### src/rtl/code_step_sequencer.sv
// Steps a 3-bit decoder select code at a prescaled rate; one debounced key starts/pauses/resumes. PINGPONG_EN: bounce 0..7..0 instead of dir-controlled wrap.
// Latency: key to state change 2+DEB_MAX+2 clocks; first step CNT_MAX+1 clocks after entering RUN; all outputs registered.
// Backpressure: none, free-running.
module code_step_sequencer #(
    parameter int CNT_MAX = 24_999_999,
    parameter int DEB_MAX = 999_999
) (
    input  logic sys_clk,
    input  logic sys_rst,
    input  logic key_in,
    input  logic dir,
    output logic code1,
    output logic code2,
    output logic code3,
    output logic step_pulse,
    output logic running
);
    localparam int PW = (CNT_MAX > 0) ? $clog2(CNT_MAX + 1) : 1;
    localparam int DW = (DEB_MAX > 0) ? $clog2(DEB_MAX + 1) : 1;
    localparam logic [PW-1:0] PRE_TOP = PW'(CNT_MAX);
    localparam logic [PW-1:0] PRE_ONE = PW'(1);
    localparam logic [DW-1:0] DEB_TOP = DW'(DEB_MAX);
    localparam logic [DW-1:0] DEB_ONE = DW'(1);

    typedef enum logic [1:0] {
        IDLE  = 2'd0,
        RUN   = 2'd1,
        PAUSE = 2'd2
    } state_t;

    state_t          state, state_nxt;
    logic            key_s1, key_s2, key_stable, key_stable_d;
    logic [DW-1:0]   deb_cnt;
    logic [PW-1:0]   presc;
    logic [2:0]      code, code_nxt;
    logic            key_press, tick, do_step;

    always_ff @(posedge sys_clk) begin
        if (sys_rst) begin
            key_s1       <= 1'b1;
            key_s2       <= 1'b1;
            key_stable   <= 1'b1;
            key_stable_d <= 1'b1;
            deb_cnt      <= '0;
        end else begin
            key_s1       <= key_in;
            key_s2       <= key_s1;
            key_stable_d <= key_stable;
            if (key_s2 == key_stable) begin
                deb_cnt <= '0;
            end else if (deb_cnt == DEB_TOP) begin
                key_stable <= key_s2;
                deb_cnt    <= '0;
            end else begin
                deb_cnt <= deb_cnt + DEB_ONE;
            end
        end
    end

    // Press is the falling edge of the debounced key; release is ignored.
    assign key_press = key_stable_d & ~key_stable;

    always_ff @(posedge sys_clk) begin
        if (sys_rst) state <= IDLE;
        else         state <= state_nxt;
    end

    always_comb begin
        state_nxt = state;
        case (state)
            IDLE:    if (key_press) state_nxt = RUN;
            RUN:     if (key_press) state_nxt = PAUSE;
            PAUSE:   if (key_press) state_nxt = RUN;
            default: state_nxt = IDLE;
        endcase
    end

    assign tick    = (state == RUN) && (presc == PRE_TOP);
    // A press on the tick edge wins: the step is dropped.
    assign do_step = tick && !key_press;

    always_ff @(posedge sys_clk) begin
        if (sys_rst || state != RUN || key_press || tick) presc <= '0;
        else                                              presc <= presc + PRE_ONE;
    end

`ifdef PINGPONG_EN
    logic up, up_nxt;
    logic unused_dir;
    assign unused_dir = dir;

    always_comb begin
        code_nxt = code;
        up_nxt   = up;
        if (up) begin
            if (code == 3'd7) begin
                code_nxt = 3'd6;
                up_nxt   = 1'b0;
            end else begin
                code_nxt = code + 3'd1;
            end
        end else begin
            if (code == 3'd0) begin
                code_nxt = 3'd1;
                up_nxt   = 1'b1;
            end else begin
                code_nxt = code - 3'd1;
            end
        end
    end

    always_ff @(posedge sys_clk) begin
        if (sys_rst)      up <= 1'b1;
        else if (do_step) up <= up_nxt;
    end
`else
    assign code_nxt = dir ? (code - 3'd1) : (code + 3'd1);
`endif

    always_ff @(posedge sys_clk) begin
        if (sys_rst) begin
            code       <= 3'd0;
            step_pulse <= 1'b0;
            running    <= 1'b0;
        end else begin
            step_pulse <= do_step;
            running    <= (state_nxt == RUN);
            if (do_step) code <= code_nxt;
        end
    end

    assign {code1, code2, code3} = code;
endmodule
### config.mk
export PLATFORM = sky130hd
export DESIGN_NAME = code_step_sequencer
export DESIGN_NICKNAME = d
export VERILOG_FILES = /design/src/rtl/code_step_sequencer.sv
export SDC_FILE = /design/constraint.sdc
export NUM_CORES = 1
export LEC_CHECK = 0
export ABC_CLOCK_PERIOD_IN_PS = 2900
export CORE_UTILIZATION = 45
export CTS_CLUSTER_SIZE = 14
export DETAILED_ROUTE_END_ITERATION = 8
export DONT_BUFFER_PORTS = 1
export PLACE_DENSITY_LB_ADDON = 0.05
export SETUP_SLACK_MARGIN = 0.05
export SLEW_MARGIN = 15
export SYNTH_ARGS = -nofsm -noshare
export SYNTH_HDL_FRONTEND = slang
export SYNTH_SLANG_ARGS = --single-unit
### constraint.sdc
create_clock -name sys_clk -period 2.9 [get_ports sys_clk]
set_input_delay 0.58 -clock sys_clk [delete_from_list [all_inputs] [get_ports sys_clk]]
set_output_delay 0.58 -clock sys_clk [all_outputs]
set_load 0.02 [all_outputs]
; ---- Word level (Yosys, flattened, before mapping)
; Cells that the tools add are included.
[classes]
reduce_logical = 10
addsub = 4
n_eq_ne = 7
bitwise = 3
muxes = 4
[op_table]
columns = operator, n
row1 = adder 25 x 1 -> 25 bit (second input constant), 1
row2 = == test 25 bit (second input constant), 1
row3 = adder 20 x 1 -> 20 bit (second input constant), 1
row4 = == test 20 bit (second input constant), 1
row5 = == test 2 x 1 -> 1 bit (second input constant), 2
row6 = two-way mux 2 bit, 2
row7 = one-hot mux 2 bit (2 select lines), 1
row8 = adder 3 x 1 -> 3 bit (second input constant), 1
row9 = logical OR 1 bit, 3
row10 = two-way mux 3 bit, 1
row11 = OR reduction 3 bit, 1
row12 = subtractor 3 x 1 -> 3 bit (second input constant), 1
row13 = == test 2 bit (second input constant), 1
row14 = logical AND 1 bit, 2
row15 = logical NOT 2 bit, 1
row16 = inequality test 2 x 1 -> 1 bit (second input constant), 1
row17 = NOT 1 bit, 2
row18 = AND reduction 2 bit, 1
row19 = OR reduction 2 bit, 1
row20 = bitwise AND 1 bit, 1
row21 = == test 1 bit, 1
row22 = logical NOT 1 bit, 1
[word_totals]
ff_bits = 56
input_bits = 4

; ---- Longest topological paths before layout
[depth]
ltp_word = 5
depth_mapped = 7

; ---- Worst setup path after synthesis
; No wires, ideal clock.
[synth_timing]
path_kind = input to register
from = in dir
to = reg code[2]
slack_ps = 996
cell_stages = 5
setup_time_ps = 121
arrival_ps = 1783
required_time_ps = 2779
cell_sequence = inv_1 > fa_1 > xor2_1 > nor4b_1 > mux2_2
[synth_between]
elab_chain_cells = 1
[synth_rtl]
columns = element, line
row1 = "start, declared", 11  ; input logic dir,
row2 = two-way mux 3 bit, 117  ; assign code_nxt = dir ? (code - 3'd1) : (code + 3'd1);
row3 = "end signal, assigned", 128  ; if (do_step) code <= code_nxt;
row4 = "end, declared", 35  ; logic [2:0] code, code_nxt;
; No other way between the ends.
; A chain may end at the register's enable or synchronous reset.

; ---- Worst setup path in the final report
[layout_timing]
from = reg presc[15]
to = reg code[2]
[layout_between]
elab_chain_cells = 3
[layout_rtl]
columns = element, line
row1 = "start, declared", 34  ; logic [PW-1:0] presc;
row2 = "start signal, assigned", 84  ; else presc <= presc + PRE_ONE;
row3 = == test 25 bit, 78  ; assign tick = (state == RUN) && (presc == PRE_TOP);
row4 = logical AND 1 bit, 78
row5 = logical AND 1 bit, 80  ; assign do_step = tick && !key_press;
; No other way between the ends.

==> results.md <==
Setup path:
- The launch point of the critical path is presc[15].
- The biggest fanout along the worst timing path is 11.
- The critical path endpoint category is a flip-flop.
- At the worst endpoint, the required time is 3110 ps.
- The reg2reg setup slack is 700 ps.
- The delay of the slowest cell on the worst path is 560 ps.
- At the worst endpoint, the arrival time is 2420 ps.
- The class of the most critical setup path is flip-flop to flip-flop.
- The signal on the critical path passes through nor4b_1 > nand4_1 > nor4b_1 > mux2_2.
- The worst register-to-register path ends at code[2].
- The slowest stage of the critical path belongs to the cell sky130_fd_sc_hd__nor4b_1.
- The startpoint identified for the worst register-to-register timing path is presc[15].
- The kind of launch point of the worst setup path is a flip-flop.
- The cell that appears most often on the critical path is sky130_fd_sc_hd__nor4b_1.
- The worst register-to-register path has a depth of 4.

Hold path:
- Along the worst hold path, the cell count comes to 1.
- The startpoint of the lowest-slack hold path is sys_rst.
- The min-delay analysis places its worst path in the category input port to flip-flop.
- The path with the worst hold slack has its endpoint at code[0].

Global route:
- The number of antenna violations at the first check in global routing is 0.
- Across every metal layer, demand over resource in global routing totals 0.1915.
- The total overflow left after global routing is 0.
- The global-route wire length before repair is 9.183 mm.
- Entering global routing, the biggest net connects 21 pins.
- The number of global-route vias before repair is 1,936.

Synth:
- The synthesized cell area is 2585 sq um.
- In the synthesized netlist the async set-or-reset flop fraction comes to 0.
- The share of the Yosys chip area taken by registers is 0.4337.
- The number of instances in the synthesized netlist is 300.
- The number of unique standard cell types used by synthesis is 40.
- The number of nets in the synthesized netlist is 307.
- In this run, synthesis produced a sequential element count of 56.
- The total number of yosys warnings is 0.
- Among all flip-flop cells after synthesis, the most frequent one is sky130_fd_sc_hd__dfxtp_1.
- In this run, synthesis inferred 0 flip-flops with an integrated enable.
- Averaged over all synthesized cells, the footprint is 8.617 sq um.

Clocking:
- The number of sinks driven by the clock tree is 56.
- Clock-pin slew was measured on the worst setup and hold paths at 100 ps.
- The buffer levels on the longest clock path is 2.
- The clock tree synthesis step divided the H-tree into 2 levels.
- TritonCTS created 5 clock buffers.
- The number of buffers inserted to repair setup after CTS is 0.
- The worst-skew pair later-pin latency is 310 ps.
- The root buffer cell chosen for the clock tree is sky130_fd_sc_hd__clkbuf_8.
- The number of instances resized during post-cts repair is 0.
- TritonCTS built the clock tree.
- Hold repair after CTS inserted 0 buffers.

Pwr:
- The power per unit of standard cell area is 443.4 nW/um^2.
- Across the VDD grid, the largest voltage drop is 0.0001916 V.
- The static leakage power is 0.7586 nW.

Route:
- The first detailed-routing pass ran for 4 iterations.
- Dividing the detail-routed wire length by the instance count gives 14.08 microns.
- The via count normalized by instance count is 5.642.
- The via count of the routed design is 2,093.
- The number of nets with antenna violations after detailed routing is 0.
- The detailed router finished its first iteration with 90 violations.
- The routed design has 5.224 mm of wire.
- The DRC violation count after routing is 0.

Floorplanning:
- The count of boundary I/O pins is 9.
- The die span in x is 77.79 microns.
- The die span in y is 77.79 microns.
- The floorplan step defined a die boundary enclosing 6051 sq um.
- The floorplan has 27 rows.
- The core area is 5507 sq um.
- For this configuration, the core starts out at a cell density of 0.4694.

STA:
- The final count of hold timing violations is 0.
- The total negative slack for setup checks is 0 ps.
- For the pin with the worst max-slew slack, the measured transition is 759.2 ps.
- The worst slew slack as a fraction of its limit is 0.4935.
- The final clock skew is 10.45 ps.
- The part of the cycle the worst path needs is 0.7591.
- Setup repair after global routing left no endpoint under its margin.
- The number of failing setup endpoints in the final timing report is 0.
- The time the worst path needs with I/O delays and setup is 2202 ps.
- The count of pins over their slew limit is 0.
- Timing would allow up to 454.2 MHz.

Final layout:
- The filler cell count is 534.
- The count of placed standard cells in the final layout, fillers left out is 371.
- The count of antenna diodes in the layout is 0.
- Of the cells placed in the final design, the portion with a size suffix greater than 1 is 0.06355.
- For this run, the post-layout net count is 305.
- The signed area change from the synthesized netlist to the final layout is 5.518%.

Run status:
- The flow ran to the end, and the final reports show no timing, DRC or antenna violations.

Placement:
- In this run, placement finished with an instance count of 363.
- The wire-length estimate of the detail-placed layout is 3.605 mm.
- The global placer's final weighted congestion is 0.8150.
- The number of port buffers is 0.

Run:
- The tool flagged a number of max-cap violations equal to 0.
kinds of logic after synthesis:
group,share of synthesized area
simple gates,0.3088
flops,0.4337
compound gates,0.1229
xor+xnor,0.07115
buf+inv,0.03291
mux,0.01307
fa+ha+maj,0.01742
routing by layer:
| metal | global-route usage | part of all wire | wire (microns) | up-vias |
|---|---|---|---|---|
| met3 | 0.04000 | 0.032 | 165 | 7 |
| met5 | 0 | 0 | 0 | - |
| li1 | - | - | - | 1083 |
| met2 | 0.2708 | 0.41 | 2141 | 34 |
| met1 | 0.2824 | 0.54 | 2840 | 969 |
| met4 | 0.06792 | 0.015 | 78 | 0 |
cell type report:
class | count | area, sq um | share of cell area
Tap cell | 72 | 90.09 | 0.03303
Sequential cell | 56 | 1121 | 0.4110
Multi-Input combinational cell | 223 | 1379 | 0.5055
Clock buffer | 6 | 72.57 | 0.02661
Timing Repair Buffer | 1 | 7.507 | 0.002752
Inverter | 11 | 41.29 | 0.01514
Clock inverter | 2 | 16.27 | 0.005963
sequential cells by signal, summed over array words and instances, names as in the netlist:
register and count:
key_stable_d 1, step_pulse 1, key_s2 1, presc 25, code 3, running 1, state 2, deb_cnt 20
key_s1 1, key_stable 1
worst max-delay path, delay by kind of cell (launching register included):
kind	cells	cell delay (ps)
and+or+nand+nor	3	1350
DFF	1	380
muxes	1	380
stage by stage:
step	util	cell area (sq um)	hold slack, ps	worst slack, ps	power [mW]
2_1_floorplan	-	2585	389.5	995.8	0.7960
3_3_place_gp	0.4792	2639	406.6	809.1	0.7963
3_5_place_dp	0.4792	2639	400.2	774.2	0.7965
4_1_cts	0.4953	2728	304.8	751.5	1.226
5_1_grt	0.4953	2728	296.9	537.1	1.268
6_report	0.4953	2728	317.6	698.5	1.209
cells in the final DEF (no fill, tap or decap), drive strengths merged, types with 9 or more instances in the layout:
cell | netlist | final
a21oi | 22 | 22
dfxtp | 56 | 56
inv | 11 | 11
nand2 | 25 | 25
nand3 | 11 | 11
nand4 | 13 | 13
nor2 | 31 | 31
o21ai | 12 | 12
o31ai | 10 | 10
or3 | 11 | 11
or4 | 12 | 12
xnor2 | 9 | 9
xor2 | 12 | 12
power by group:
group | total (mW) | leakage [nW] | switching [mW] | internal (mW)
clock | 0.431 | 0.0414 | 0.258 | 0.173
combinational | 0.00750 | 0.266 | 0.00458 | 0.00292
sequential | 0.771 | 0.451 | 0.00119 | 0.770
how the worst max path moves through the flow:
| stage | end | slack [ps] | cells past startpoint |
|---|---|---|---|
| after floorplan | code[2] | 1000 | 5 |
| after global placement | code[2] | 810 | 4 |
| after detailed placement | code[2] | 770 | 4 |
| after CTS | code[2] | 750 | 4 |
| after global routing | presc[3] | 540 | 4 |
| final | code[2] | 700 | 4 |
synthesized netlist by cell type, types with 2 or more instances:
master	count	area [sq um]
sky130_fd_sc_hd__or3_1	11	68.82
sky130_fd_sc_hd__nor2b_1	2	12.51
sky130_fd_sc_hd__xnor2_1	9	78.83
sky130_fd_sc_hd__xor2_1	12	105.1
sky130_fd_sc_hd__o21ai_0	12	60.06
sky130_fd_sc_hd__a31oi_1	2	12.51
sky130_fd_sc_hd__a311oi_1	2	17.52
sky130_fd_sc_hd__and4_1	7	61.31
sky130_fd_sc_hd__nand2b_1	3	18.77
sky130_fd_sc_hd__buf_2	5	25.02
sky130_fd_sc_hd__nand2_1	25	93.84
sky130_fd_sc_hd__and2_1	4	25.02
sky130_fd_sc_hd__dfxtp_1	56	1121
sky130_fd_sc_hd__inv_1	11	41.29
sky130_fd_sc_hd__clkbuf_1	5	18.77
sky130_fd_sc_hd__nand4_1	12	75.07
sky130_fd_sc_hd__nor4b_1	3	26.28
sky130_fd_sc_hd__nor3_1	5	25.02
sky130_fd_sc_hd__a21oi_1	22	110.1
sky130_fd_sc_hd__ha_1	2	25.02
sky130_fd_sc_hd__mux2_2	3	33.78
sky130_fd_sc_hd__nor4_1	4	25.02
sky130_fd_sc_hd__or2_2	4	25.02
sky130_fd_sc_hd__nand3_1	10	50.05
sky130_fd_sc_hd__nor2_1	31	116.4
sky130_fd_sc_hd__o31ai_1	10	75.07
sky130_fd_sc_hd__or4_1	11	82.58
sky130_fd_sc_hd__and3_1	5	31.28
(Power assumes the default switching activity.)
